### src/rtl/arm_pkg.sv
// Shared encodings for the ARM pipeline: ALU operations, condition codes and the NZCV flag layout.
package arm_pkg;

    typedef enum logic [3:0] {
        ALU_ADD = 4'd0,
        ALU_SUB = 4'd1,
        ALU_AND = 4'd2,
        ALU_ORR = 4'd3,
        ALU_EOR = 4'd4,
        ALU_MOV = 4'd5,
        ALU_MVN = 4'd6,
        ALU_RSB = 4'd7
    } alu_op_e;

    typedef enum logic [3:0] {
        COND_EQ = 4'b0000,
        COND_NE = 4'b0001,
        COND_CS = 4'b0010,
        COND_CC = 4'b0011,
        COND_MI = 4'b0100,
        COND_PL = 4'b0101,
        COND_VS = 4'b0110,
        COND_VC = 4'b0111,
        COND_HI = 4'b1000,
        COND_LS = 4'b1001,
        COND_GE = 4'b1010,
        COND_LT = 4'b1011,
        COND_GT = 4'b1100,
        COND_LE = 4'b1101,
        COND_AL = 4'b1110,
        COND_NV = 4'b1111
    } cond_e;

    typedef struct packed {
        logic n;
        logic z;
        logic c;
        logic v;
    } flags_t;

    localparam cond_e AL = COND_AL;

endpackage

### src/rtl/cond_unit.sv
// ARM condition check: decides whether the current instruction executes given the flags
// it sees (the flags register value from before this instruction).
import arm_pkg::*;

module cond_unit (
    input  logic [3:0] cond,
    input  logic [3:0] flags,
    output logic       cond_ex
);

    flags_t f;
    assign f = flags_t'(flags);

    always_comb begin
        cond_ex = 1'b0;
        case (cond_e'(cond))
            COND_EQ: cond_ex = f.z;
            COND_NE: cond_ex = ~f.z;
            COND_CS: cond_ex = f.c;
            COND_CC: cond_ex = ~f.c;
            COND_MI: cond_ex = f.n;
            COND_PL: cond_ex = ~f.n;
            COND_VS: cond_ex = f.v;
            COND_VC: cond_ex = ~f.v;
            COND_HI: cond_ex = f.c & ~f.z;
            COND_LS: cond_ex = ~f.c | f.z;
            COND_GE: cond_ex = (f.n == f.v);
            COND_LT: cond_ex = (f.n != f.v);
            COND_GT: cond_ex = ~f.z & (f.n == f.v);
            COND_LE: cond_ex = f.z | (f.n != f.v);
            COND_AL: cond_ex = 1'b1;
            default: cond_ex = 1'b0;
        endcase
    end

endmodule

### src/rtl/execute_stage.sv
// Execute stage: ALU, NZCV flags register, condition check, branch redirect and the
// execute->memory pipeline register.
import arm_pkg::*;

module execute_stage #(
    parameter int WIDTH = 32
) (
    input  logic             clk,
    input  logic             reset,
    input  logic             FlushM,
    input  logic [WIDTH-1:0] RD1E,
    input  logic [WIDTH-1:0] RD2E,
    input  logic [WIDTH-1:0] RD3E,
    input  logic [WIDTH-1:0] ExtImmE,
    input  logic [3:0]       WA3E,
    input  logic [3:0]       CondE,
    input  logic [3:0]       ALUControlE,
    input  logic [1:0]       FlagWriteE,
    input  logic             ALUSrcE,
    input  logic             RegWriteE,
    input  logic             MemWriteE,
    input  logic             MemToRegE,
    input  logic             BranchE,
    input  logic             PCSrcE,
    output logic [3:0]       FlagsE,
    output logic             BranchTakenE,
    output logic [WIDTH-1:0] BranchTargetE,
    output logic [WIDTH-1:0] ALUResultM,
    output logic [WIDTH-1:0] WriteDataM,
    output logic [3:0]       WA3M,
    output logic             RegWriteM,
    output logic             MemWriteM,
    output logic             MemToRegM,
    output logic             PCSrcM
);

    flags_t           flags_q, flags_d;
    logic             cond_ex;
    logic [WIDTH-1:0] src_a, src_b;
    logic [WIDTH-1:0] alu_res;
    logic [WIDTH:0]   wide;
    logic             alu_c, alu_v, op_valid;

    logic [WIDTH-1:0] alu_result_q, alu_result_d;
    logic [WIDTH-1:0] write_data_q, write_data_d;
    logic [3:0]       wa3_q, wa3_d;
    logic             reg_write_q, reg_write_d;
    logic             mem_write_q, mem_write_d;
    logic             mem_to_reg_q, mem_to_reg_d;
    logic             pc_src_q, pc_src_d;

    cond_unit u_cond_unit (
        .cond    (CondE),
        .flags   (flags_q),
        .cond_ex (cond_ex)
    );

    assign src_a = RD1E;
    assign src_b = ALUSrcE ? ExtImmE : RD2E;

    // Logic/move ops leave C and V at their old values, so they default to the register.
    always_comb begin
        wide     = '0;
        alu_res  = '0;
        alu_c    = flags_q.c;
        alu_v    = flags_q.v;
        op_valid = 1'b1;
        case (alu_op_e'(ALUControlE))
            ALU_ADD: begin
                wide    = {1'b0, src_a} + {1'b0, src_b};
                alu_res = wide[WIDTH-1:0];
                alu_c   = wide[WIDTH];
                alu_v   = (src_a[WIDTH-1] == src_b[WIDTH-1]) && (alu_res[WIDTH-1] != src_a[WIDTH-1]);
            end
            ALU_SUB: begin
                wide    = {1'b0, src_a} + {1'b0, ~src_b} + {{WIDTH{1'b0}}, 1'b1};
                alu_res = wide[WIDTH-1:0];
                alu_c   = wide[WIDTH];
                alu_v   = (src_a[WIDTH-1] != src_b[WIDTH-1]) && (alu_res[WIDTH-1] != src_a[WIDTH-1]);
            end
            ALU_RSB: begin
                wide    = {1'b0, src_b} + {1'b0, ~src_a} + {{WIDTH{1'b0}}, 1'b1};
                alu_res = wide[WIDTH-1:0];
                alu_c   = wide[WIDTH];
                alu_v   = (src_b[WIDTH-1] != src_a[WIDTH-1]) && (alu_res[WIDTH-1] != src_b[WIDTH-1]);
            end
            ALU_AND: alu_res = src_a & src_b;
            ALU_ORR: alu_res = src_a | src_b;
            ALU_EOR: alu_res = src_a ^ src_b;
            ALU_MOV: alu_res = src_b;
            ALU_MVN: alu_res = ~src_b;
            default: op_valid = 1'b0;
        endcase
    end

    always_comb begin
        flags_d = flags_q;
        if (cond_ex && op_valid) begin
            if (FlagWriteE[1]) begin
                flags_d.n = alu_res[WIDTH-1];
                flags_d.z = (alu_res == '0);
            end
            if (FlagWriteE[0]) begin
                flags_d.c = alu_c;
                flags_d.v = alu_v;
            end
        end
    end

    // A flush loads a full bubble; a failed condition only clears the control bits.
    always_comb begin
        alu_result_d = alu_res;
        write_data_d = RD3E;
        wa3_d        = WA3E;
        reg_write_d  = RegWriteE & cond_ex;
        mem_write_d  = MemWriteE & cond_ex;
        mem_to_reg_d = MemToRegE & cond_ex;
        pc_src_d     = PCSrcE & cond_ex;
        if (FlushM) begin
            alu_result_d = '0;
            write_data_d = '0;
            wa3_d        = '0;
            reg_write_d  = 1'b0;
            mem_write_d  = 1'b0;
            mem_to_reg_d = 1'b0;
            pc_src_d     = 1'b0;
        end
    end

    always_ff @(posedge clk or posedge reset) begin
        if (reset) begin
            flags_q      <= '0;
            alu_result_q <= '0;
            write_data_q <= '0;
            wa3_q        <= '0;
            reg_write_q  <= 1'b0;
            mem_write_q  <= 1'b0;
            mem_to_reg_q <= 1'b0;
            pc_src_q     <= 1'b0;
        end else begin
            flags_q      <= flags_d;
            alu_result_q <= alu_result_d;
            write_data_q <= write_data_d;
            wa3_q        <= wa3_d;
            reg_write_q  <= reg_write_d;
            mem_write_q  <= mem_write_d;
            mem_to_reg_q <= mem_to_reg_d;
            pc_src_q     <= pc_src_d;
        end
    end

    assign FlagsE        = flags_q;
    assign BranchTakenE  = BranchE & cond_ex;
    assign BranchTargetE = alu_res;
    assign ALUResultM    = alu_result_q;
    assign WriteDataM    = write_data_q;
    assign WA3M          = wa3_q;
    assign RegWriteM     = reg_write_q;
    assign MemWriteM     = mem_write_q;
    assign MemToRegM     = mem_to_reg_q;
    assign PCSrcM        = pc_src_q;

endmodule

### config.mk
export PLATFORM = sky130hd
export DESIGN_NAME = execute_stage
export DESIGN_NICKNAME = d
export VERILOG_FILES = /design/src/rtl/arm_pkg.sv /design/src/rtl/cond_unit.sv /design/src/rtl/execute_stage.sv
export SDC_FILE = /design/constraint.sdc
export NUM_CORES = 1
export LEC_CHECK = 0
export ABC_AREA = 1
export CORE_ASPECT_RATIO = 1.5
export CORE_MARGIN = 1
export CORE_UTILIZATION = 58
export CTS_CLUSTER_DIAMETER = 30
export DETAILED_ROUTE_END_ITERATION = 16
export PLACE_DENSITY = 0.86
export SYNTH_ARGS = -nofsm -noshare
export SYNTH_HDL_FRONTEND = slang
export SYNTH_SLANG_ARGS = --single-unit
### constraint.sdc
create_clock -name clk -period 5.16 [get_ports clk]
set_input_delay 0.516 -clock clk [delete_from_list [all_inputs] [get_ports clk]]
set_output_delay 0.516 -clock clk [all_outputs]
set_load 0.1 [all_outputs]
==> summary.txt <==
Cells and area
  • Fin nets: 2,747
  • Post-route cell area: 15,600 um2
  • Synthesis-to-finish area growth: 23.5%
  • Commonest non-fill, non-tap cells in the layout: 693 x nand2_1, 416 x inv_1, 225 x clkdlybuf4s50_1
  • Footprint of the multi-input gates: 8710 um2
  • FF/Latch Area: 1900 um2
  • Fraction of layout cells with a size suffix above 1: 7.17%
  • Most common cell after layout, fill and taps aside: nand2_1
  • Filler instances: 1,846

Timing
  • Fin crit period: 4.81 ns
  • Tightest Pin Transition: 1.15 ns
  • F_max: 208 MHz
  • RSZ-0062 raised after global routing: no
  • Fin worst setup slack: 0.346 ns
  • Final period utilization: between 90% and 100%
  • Final Setup Violations: 0
  • Max Slew Vio Count: 0
  • Final hold viol count: 0
  • Slew headroom: 23.0%
  • Worst Skew: 0.00762 ns
  • Fin Setup TNS: 0 ns

Synth
  • Synth Instances: approximately 2,200
  • Post-synthesis cell type count: 52
  • Ys flop type: dfrtp_1
  • Syn Std Cell Area: 12,600 um2
  • Register area share after synthesis: 15.0%
  • Area share of the largest cell type after synthesis: 20.6%
  • Leading area contributor after synthesis: nand2_1
  • Post-synth EDFFs: 0
  • Syn Area/Cell: 5.71 um2
  • Synth warnings: 0
  • Asr flop ratio synth: 100%
  • FF+latch count, synth: 76
  • Syn_nets: 2,513
  • Synth area leaders: nand2_1 21%, dfrtp_1 15%, ha_1 14%

CTS
  • Clock transition at path regs: 0.06 ns
  • Total CTS buffers: 9
  • Buffer levels on the longest clock path: 2
  • Post-cts sizing count: 0
  • Clk Latency, worst-skew pair: about 0.34 ns
  • CTS root buffer: clkbuf_16
  • Htree depth: 3
  • CTS tree: done
  • Post-CTS setup buffer count: 0
  • Cts hold-fix bufs: 0
  • Clock net sink count: 76

Critical path
  • Worst R2R End: FlagsE[2]
  • R2R depth: 19
  • Crit path arrival time: 4.30 ns
  • Critical path required time: 4.64 ns
  • Critical Path Source Type: primary input
  • Setup Crit Path Kind: in -> out
  • Critical path's slowest cell: o21ai_0
  • R2R setup slack: 2.89 ns
  • Peak fanout along the critical path: 10
  • Crit-path cells: clkdlybuf4s50_1, inv_1, o21ai_0, inv_1, ha_1, inv_1, nor3_1, nand2_1, o21ai_0, nor2_1, nand2_1, nand2_1, nand2_1, o21ai_1, nor2_1, inv_1, buf_4
  • Crit path largest cell delay: approximately 0.86 ns
  • Crit end category: primary output
  • Reg2reg start: FlagsE[0]

Floorplan
  • Top-level I/O count: 260
  • Core area: 21,200 um2
  • Die area: 22,400 um2
  • Initial Utilization: 59.6%
  • Row cnt: between 60 and 70
  • Die H: 183 um
  • Die X: ~120 um

Route
  • Number of remaining DRC errors: 0
  • Total iterations of the first detailed-routing run: 6
  • Vias: 15,964
  • DR iter-0 viols: between 1,500 and 2,000
  • WL/cell: 20.2 um
  • DR vias/cell: slightly below 6
  • Drt total wl: around 55,000 um
  • Final antenna-violating net count: 0

Place
  • DP Worst Slack: 0.575 ns
  • Area after DPL: 15,300 um2
  • Port Buffers: 259
  • DP HPWL: 43,900 um
  • Placer congestion estimate: 1.18

GRT
  • Total GRT Usage: 49.8%
  • GR Overflow Total: 0
  • Initial antenna violation count: 1
  • Largest net degree at the start of global routing: 77
  • First-pass GRT wire length: 83,900 um
  • Vias in the first global route: 15,621

Hold path
  • Hold Startpoint: FlushM
  • Hold EP: ALUResultM[16]
  • Worst hold path type: in -> reg
  • Hold Path Cell Cnt: 2

Status
  • Status: finished, final reports clean

Pwr
  • Power per cell area: 246 nW/um2
  • Max VDD drop: 0.000214 V
  • Overall Power: 3840 uW
  • LEAKAGE: 0.00870 uW

Flow run
  • Maxcap violations: 0
area by class of cell:
class / count / area share (%)
multi-input combinational: 1639 / 55.8
timing repair buffer: 285 / 17.3
sequential: 76 / 12.2
inverter: 439 / 10.6
tap: 268 / 2.15
clock buffer: 10 / 1.53
clock inverter: 6 / 0.456
antenna: 1 / 0.0160
logic make-up after synthesis:
group / after synthesis / synth area share, %
xor gates and xnor gates: 3 / 0.208
AOI/OAI and AO/OA: 262 / 12.2
adders and majority gates: 146 / 14.6
buffers and inverters: 501 / 16.2
DFF: 76 / 15.0
and+or+nand+nor: 1228 / 41.7
Yosys cell counts (21+ instances only):
master and number:
buf_2 21, inv_1 417, nor2_1 209, nand2_1 693, nor2_2 40, nand3_1 197
ha_1 143, nand4_1 39, o21ai_0 60, a21oi_1 93, dfrtp_1 76, o22ai_1 27
metrics by stage:
stage	hold WS, ns	utilization [%]	std cells
2_1_floorplan	0.617	-	2216
3_3_place_gp	0.603	72.1	2707
3_5_place_dp	0.616	72.1	2707
4_1_cts	0.627	73.6	2723
5_1_grt	0.658	73.6	2723
6_report	0.639	73.6	2724
critical path: cells and delay by family:
family	cells	cell delay, ns
AOI/OAI and AO/OA	3	1.12
and+or+nand+nor	7	0.93
buffers and inverters	6	1.18
adders and majority gates	1	0.53
flip-flops by register name, summed over array words and instances (netlist names):
register and count:
FlagsE 4, WA3M 4, MemWriteM 1, ALUResultM 32
WriteDataM 32, PCSrcM 1, MemToRegM 1, RegWriteM 1
report_power, final:
group / internal [uW] / switching, uW
logic: 641 / 1870
registers: 648 / 24.8
clock network: 393 / 270
total: 1680 / 2160
metal layers:
metal	vias to the layer above	track usage, %	part of all wire [%]
met3	429	14.8	11
met2	1098	78.8	44
met5	-	0	0
li1	7372	-	-
met1	7065	50.0	32
met4	0	51.5	13
worst max-delay path by stage:
| stage | from | endpoint | slack, ns | depth (start not counted) |
|---|---|---|---|---|
| floorplan | ALUSrcE | FlagsE[2] | 1.12 | 24 |
| global placement | RD2E[28] | BranchTargetE[30] | 0.69 | 17 |
| detailed placement | RD2E[28] | BranchTargetE[30] | 0.57 | 17 |
| CTS | RD2E[28] | BranchTargetE[30] | 0.57 | 17 |
| global route | ALUSrcE | BranchTargetE[26] | 0.16 | 17 |
| finish | RD2E[28] | BranchTargetE[30] | 0.35 | 17 |
Note: power is estimated with default switching activity, not from simulation.
